==> config.mk <==
export PLATFORM = sky130hd
export DESIGN_NAME = seg_monitor
export DESIGN_NICKNAME = d
export VERILOG_FILES = /design/src/rtl/seg_monitor.sv
export SDC_FILE = /design/constraint.sdc
export NUM_CORES = 1
export LEC_CHECK = 0
export CAP_MARGIN = 20
export CORE_ASPECT_RATIO = 0.6
export CORE_UTILIZATION = 45
export DETAILED_ROUTE_END_ITERATION = 10
export PLACE_DENSITY_LB_ADDON = 0.15
export SLEW_MARGIN = 20
export SYNTH_ARGS = -nofsm -noshare
export SYNTH_HDL_FRONTEND = slang
export SYNTH_SLANG_ARGS = --single-unit
==> constraint.sdc <==
create_clock -name clk_i -period 9 [get_ports clk_i]
set_input_delay 2.7 -clock clk_i [delete_from_list [all_inputs] [get_ports clk_i]]
set_output_delay 2.7 -clock clk_i [all_outputs]
set_load 0.02 [all_outputs]
==> src/rtl/seg_monitor.sv <==
// Receive-side checker for the two-digit 7-segment seconds display: filters, decodes
// and sequence-checks settled digit pairs, and counts legal 99->00 rollovers.
module seg_monitor #(
  parameter int STABLE_CYCLES = 4,
  parameter int HUND_W        = 8
) (
  input  logic              clk_i,
  input  logic              rst_i,
  input  logic [6:0]        led_0_i,
  input  logic [6:0]        led_1_i,
  input  logic              rco_i,
  input  logic              clr_err_i,
  output logic [6:0]        value_o,
  output logic [3:0]        digit_0_o,
  output logic [3:0]        digit_1_o,
  output logic              valid_o,
  output logic              blank_o,
  output logic              step_o,
  output logic              rollover_o,
  output logic [HUND_W-1:0] hundreds_o,
  output logic              err_pattern_o,
  output logic              err_seq_o
);

  localparam int CNT_W = (STABLE_CYCLES > 1) ? $clog2(STABLE_CYCLES) : 1;
  localparam logic [CNT_W-1:0] CNT_MAX = CNT_W'(STABLE_CYCLES - 1);
  localparam logic [6:0] DARK = 7'b1111111;

  typedef struct packed {
    logic [6:0] led_1;
    logic [6:0] led_0;
    logic       rco;
  } sample_t;

  typedef enum logic [1:0] {IDLE, ACQUIRE, TRACK, FAULT} state_e;

  localparam sample_t DARK_SAMPLE = '{led_1: DARK, led_0: DARK, rco: 1'b0};

  // Returns {legal, digit}; legal=0 for anything that is not one of the ten codes.
  function automatic logic [4:0] decode(input logic [6:0] seg);
    case (seg)
      7'b1000000: decode = 5'h10;
      7'b1111001: decode = 5'h11;
      7'b0100100: decode = 5'h12;
      7'b0110000: decode = 5'h13;
      7'b0011001: decode = 5'h14;
      7'b0010010: decode = 5'h15;
      7'b0000010: decode = 5'h16;
      7'b1111000: decode = 5'h17;
      7'b0000000: decode = 5'h18;
      7'b0010000: decode = 5'h19;
      default:    decode = 5'h00;
    endcase
  endfunction

  sample_t     in_s;
  sample_t     s1_q, s2_q, cand_q;
  logic [13:0] last_q;
  logic [CNT_W-1:0] cnt_q;
  logic        rco_seen_q;
  logic        accept;

  assign in_s = '{led_1: led_1_i, led_0: led_0_i, rco: rco_i};

  // The candidate must still match s2 at the accept edge, so a pattern has to be
  // present for STABLE_CYCLES+1 samples before it is taken.
  assign accept = (cnt_q == CNT_MAX) && (s2_q == cand_q) &&
                  ({cand_q.led_1, cand_q.led_0} != last_q);

  always_ff @(posedge clk_i or posedge rst_i) begin
    if (rst_i) begin
      s1_q       <= DARK_SAMPLE;
      s2_q       <= DARK_SAMPLE;
      cand_q     <= DARK_SAMPLE;
      last_q     <= {DARK, DARK};
      cnt_q      <= '0;
      rco_seen_q <= 1'b0;
    end else begin
      s1_q <= in_s;
      s2_q <= s1_q;
      if (s2_q != cand_q) begin
        cand_q <= s2_q;
        cnt_q  <= '0;
      end else if (cnt_q != CNT_MAX) begin
        cnt_q <= cnt_q + CNT_W'(1);
      end
      if (accept) begin
        last_q <= {cand_q.led_1, cand_q.led_0};
      end
      rco_seen_q <= accept ? 1'b0 : (rco_seen_q | s2_q.rco);
    end
  end

  logic [4:0] dec_1, dec_0;
  logic       both_dark, legal, bad_pat;
  logic [6:0] new_val;
  logic       is_inc, is_wrap, is_reset, seq_bad;

  assign dec_1     = decode(cand_q.led_1);
  assign dec_0     = decode(cand_q.led_0);
  assign both_dark = (cand_q.led_1 == DARK) && (cand_q.led_0 == DARK);
  assign legal     = dec_1[4] && dec_0[4];
  assign bad_pat   = !both_dark && !legal;
  assign new_val   = 7'(dec_1[3:0]) * 7'd10 + 7'(dec_0[3:0]);

  logic [6:0] value_q, value_d;
  logic [3:0] digit_0_q, digit_0_d, digit_1_q, digit_1_d;
  logic       valid_q, valid_d, blank_q, blank_d;
  logic       step_q, step_d, rollover_q, rollover_d;
  logic [HUND_W-1:0] hundreds_q, hundreds_d;
  logic       err_pattern_q, err_pattern_d, err_seq_q, err_seq_d;
  state_e     state_q, state_d;

  assign is_inc   = (new_val == value_q + 7'd1);
  assign is_wrap  = (value_q == 7'd99) && (new_val == 7'd0) && (rco_seen_q || s2_q.rco);
  assign is_reset = (value_q != 7'd99) && (new_val == 7'd0);
  assign seq_bad  = !(is_inc || is_wrap || is_reset);

  always_ff @(posedge clk_i or posedge rst_i) begin
    if (rst_i) begin
      state_q <= IDLE;
    end else begin
      state_q <= state_d;
    end
  end

  always_comb begin
    state_d = state_q;
    if (accept) begin
      if (both_dark) begin
        state_d = (state_q == FAULT) ? ACQUIRE : IDLE;
      end else if (legal) begin
        case (state_q)
          IDLE: state_d = ACQUIRE;
          ACQUIRE, TRACK: begin
            if (is_inc || is_wrap) begin
              state_d = TRACK;
            end else if (is_reset) begin
              state_d = ACQUIRE;
            end else begin
              state_d = FAULT;
            end
          end
          FAULT: state_d = (new_val == 7'd0) ? ACQUIRE : FAULT;
          default: state_d = IDLE;
        endcase
      end
    end
  end

  // Error events are applied after clr_err so a same-cycle event keeps its flag set.
  always_comb begin
    value_d       = value_q;
    digit_0_d     = digit_0_q;
    digit_1_d     = digit_1_q;
    valid_d       = valid_q;
    blank_d       = blank_q;
    step_d        = 1'b0;
    rollover_d    = 1'b0;
    hundreds_d    = hundreds_q;
    err_pattern_d = clr_err_i ? 1'b0 : err_pattern_q;
    err_seq_d     = clr_err_i ? 1'b0 : err_seq_q;
    if (accept) begin
      if (both_dark) begin
        blank_d = 1'b1;
        valid_d = 1'b0;
      end else if (bad_pat) begin
        err_pattern_d = 1'b1;
      end else begin
        value_d   = new_val;
        digit_0_d = dec_0[3:0];
        digit_1_d = dec_1[3:0];
        valid_d   = 1'b1;
        blank_d   = 1'b0;
        step_d    = 1'b1;
        if (state_q == ACQUIRE || state_q == TRACK) begin
          if (is_wrap) begin
            rollover_d = 1'b1;
            hundreds_d = hundreds_q + HUND_W'(1);
          end else if (seq_bad) begin
            err_seq_d = 1'b1;
          end
        end
      end
    end
  end

  always_ff @(posedge clk_i or posedge rst_i) begin
    if (rst_i) begin
      value_q       <= '0;
      digit_0_q     <= '0;
      digit_1_q     <= '0;
      valid_q       <= 1'b0;
      blank_q       <= 1'b0;
      step_q        <= 1'b0;
      rollover_q    <= 1'b0;
      hundreds_q    <= '0;
      err_pattern_q <= 1'b0;
      err_seq_q     <= 1'b0;
    end else begin
      value_q       <= value_d;
      digit_0_q     <= digit_0_d;
      digit_1_q     <= digit_1_d;
      valid_q       <= valid_d;
      blank_q       <= blank_d;
      step_q        <= step_d;
      rollover_q    <= rollover_d;
      hundreds_q    <= hundreds_d;
      err_pattern_q <= err_pattern_d;
      err_seq_q     <= err_seq_d;
    end
  end

  assign value_o       = value_q;
  assign digit_0_o     = digit_0_q;
  assign digit_1_o     = digit_1_q;
  assign valid_o       = valid_q;
  assign blank_o       = blank_q;
  assign step_o        = step_q;
  assign rollover_o    = rollover_q;
  assign hundreds_o    = hundreds_q;
  assign err_pattern_o = err_pattern_q;
  assign err_seq_o     = err_seq_q;

endmodule

==> results.txt <==
Outcome - complete, no violations
GRT Residual Overflow - 0
Antenna cells - 0
Initial antenna violation count - 0
CTS max path bufs - 2
Vias in the first global route - 2749
Tot GR Track Use - 0.1861
Internal - 0.6655 mW
DR WL/cell - 14.82 um
Rel. slew slack - 0.3562
CTS Buf Count - 9
# setup viols final - 0
Fraction of registers with async set/reset - 1.000
Worst Path Required - 9.24 ns
Metal2 WL - 3386 um
Top area cells in the synthesized netlist - dfstp_2 (33%), dfrtp_1 (20%), xor2_1 (5.5%)
Commonest register cell after synthesis - dfstp_2
CTS tree - built
Worst Setup Path Type - reg -> reg
DRT iter0 DRCs - 185
YS warnings - 0
DIE WIDTH - 130.2 um
Worst path max stage delay - 0.67 ns
Top Family by Delay on Critical Path - simple AND/OR/NAND/NOR gates
Worst VDD drop - 0.08614 mV
Die ar. - 10280 um2
Crit-path cells - nand4b_1 -> or3_1 -> and3_4 -> inv_1 -> ha_1 -> ha_1 -> inv_1 -> fa_1 -> xor2_1 -> nor3_1 -> nand3_2 -> nor3_1 -> mux2_2
Std-Cell Rows - 27
Share of cells above drive strength 1 - 0.2256
Cell count after synthesis - 401
Critical Path Slowest Stage Cell - dfstp_2
Drt pass-1 iters - 4
Critical Path End Type - flip-flop
IO Pins - 47
Unrepaired setup endpoints after global routing - false
Post-synth EDFFs - 0
Most common cell in the netlist - dfstp_2
Clk_lat worst skew - 0.35 ns
Top cell types by occurrence after synthesis - dfstp_2 (56), nand2_1 (45), dfrtp_1 (36), xor2_1 (28), xnor2_1 (26)
Core area - 9358 um2
F_max - 228.2 MHz
Setup bufs post-CTS - 0
Cell Area, Synth - 4439 um2
Syn_nets - 432
Cts hold-fix bufs - 0
DRC viols - 0
Final Slew Violations - 0
Yosys top cell area share - 0.3315
GP Congestion - 0.8143
Global-route wire length before repair - 14070 um
Initial Util - 0.4744
Vias - 2883
Final setup skew - 0.009091 ns
Post-synth top area cell - dfstp_2
Sequential area share after synthesis - 0.5344
WL final - 8300 um
Largest net degree at the start of global routing - 67
Post-synth cell types - 52
Top Metal Used - met4
Period utilization - 0.4870
Lkg Pwr - 2.161 nW
Die H - 78.94 um
Antenna Violating Nets Remaining - 0
Wire length on met3 - 406 um
FF+latch count, synth - 92
CTS root buffer - clkbuf_16
PostCTS Resize Cnt - 0
Worst setup SP type - flip-flop
CP arrival - 4.62 ns
Clock Sinks - 92
Final min period - 4.383 ns
Synthesis-to-finish area growth - 17.11%
Worst hold-check path type - reg -> reg
Setup Total Neg Slack - 0 ns
Clk slew on worst S/H paths - 0.07 ns
PD cells - 165.1 nW/um2
Logic pwr share - 0.047
IO Port Bufs - 46
Slew @ Worst Pin - 0.9629 ns
Worst slack at placement - 4.718 ns
Clock share of power - 0.430
Sequential power share - 0.522
Final worst setup slack - 4.617 ns
CP Buf/Inv Count - 2
Sw frac - 0.2247
Dpl hpwl - 5936 um
Hold Vio Cnt, Final - 0
Met1 Wirelength - 4406 um
Max FO, Critical Path - 11
Layout Nets - 456
Mapped Avg Cell Area - 11.07 um2
Htree depth - 3
Max Cap Viol - 0
P_sw - 0.1929 mW
Vias per cell - 5.148
==> cells in the final DEF (no fill, tap or decap), types with 2 or more instances in the layout <==
cell             count
ha_1                11
a21oi_1              6
a2111oi_0            3
nor4_2               2
or4_1                3
nor3b_1              5
mux2_2              13
nor2_1              19
inv_6                2
clkbuf_16           10
fa_1                 2
o21bai_1             2
and4b_1              2
o22ai_1              2
nor2b_1              3
nand3_1             13
nand2_1             45
a21o_1               5
nand4_1             14
dfstp_2             56
xnor2_1             26
o21ai_0             12
xor2_1              28
nor3_1               7
dfrtp_1             36
nor4_1               9
nand2b_4             2
clkdlybuf4s50_1     46
clkinv_2             2
buf_4                2
nand4b_1             2
inv_1               16
==> cell families (layout without fill, tap and decap cells) <==
group,count (synthesis),after routing,share of synthesized area
xor+xnor,56,56,0.1153
buf+inv,52,81,0.05440
compound gates,37,37,0.05299
mux,14,14,0.03523
flops,92,92,0.5344
fa+ha+maj,13,13,0.04002
simple gates,137,137,0.1677
==> final timing paths <==
kind | start | to | slack (ns) | depth (start not counted)
min reg2reg | s1_q[0] | s2_q[0] | 0.35 | 0
min | s1_q[0] | s2_q[0] | 0.35 | 0
max in group asynchronous | rst_i | cnt_q[1] | 5.21 | 3
min in group asynchronous | rst_i | hundreds_o[3] | 2.67 | 2
max reg2reg | cand_q[11] | hundreds_o[1] | 4.62 | 13
max | cand_q[11] | hundreds_o[1] | 4.62 | 13
==> through the flow <==
step / instance area (um2) / utilization / total power [mW] / std cells / hold WS [ns]
2_1_floorplan: 4439 / - / 0.4814 / 401 / 0.3312
3_3_place_gp: 4901 / 0.5237 / 0.4947 / 544 / 0.3331
3_5_place_dp: 4901 / 0.5237 / 0.4960 / 544 / 0.3347
4_1_cts: 5199 / 0.5556 / 0.8716 / 560 / 0.3506
5_1_grt: 5199 / 0.5556 / 0.8953 / 560 / 0.3620
6_report: 5199 / 0.5556 / 0.8583 / 560 / 0.3485
==> registers in the layout, indices dropped and copies added (netlist names) <==
name,flops
blank_o,1
step_o,1
valid_o,1
s1_q,15
cand_q,15
rollover_o,1
s2_q,15
hundreds_o,8
value_o,7
err_seq_o,1
err_pattern_o,1
state_q,2
cnt_q,2
last_q,14
digit_0_o,3
digit_1_o,4
rco_seen_q,1
==> metal layers <==
| metal | vias up | global-route usage |
|---|---|---|
| met2 | 56 | 0.2521 |
| met4 | 0 | 0.06628 |
| met3 | 9 | 0.05795 |
| met5 | - | 0 |
| li1 | 1409 | - |
| met1 | 1409 | 0.2761 |
==> cell type report <==
class / count / area (um2)
Fill cell: 792 / 4159
Inverter: 17 / 65.06
Clock inverter: 4 / 30.03
Sequential cell: 92 / 2372
Multi-Input combinational cell: 257 / 1826
Timing Repair Buffer: 48 / 475.5
Clock buffer: 12 / 267.8
Tap cell: 130 / 162.7
==> power groups by stage <==
stage	sequential [mW]	combinational, mW	clock [mW]
4_1_cts	0.448	0.0414	0.382
5_1_grt	0.450	0.0458	0.399
6_report	0.448	0.0408	0.369
2_1_floorplan	0.443	0.0389	0
3_3_place_gp	0.454	0.0409	0
3_5_place_dp	0.455	0.0412	0
No activity file was read; power rests on OpenSTA's default activity.
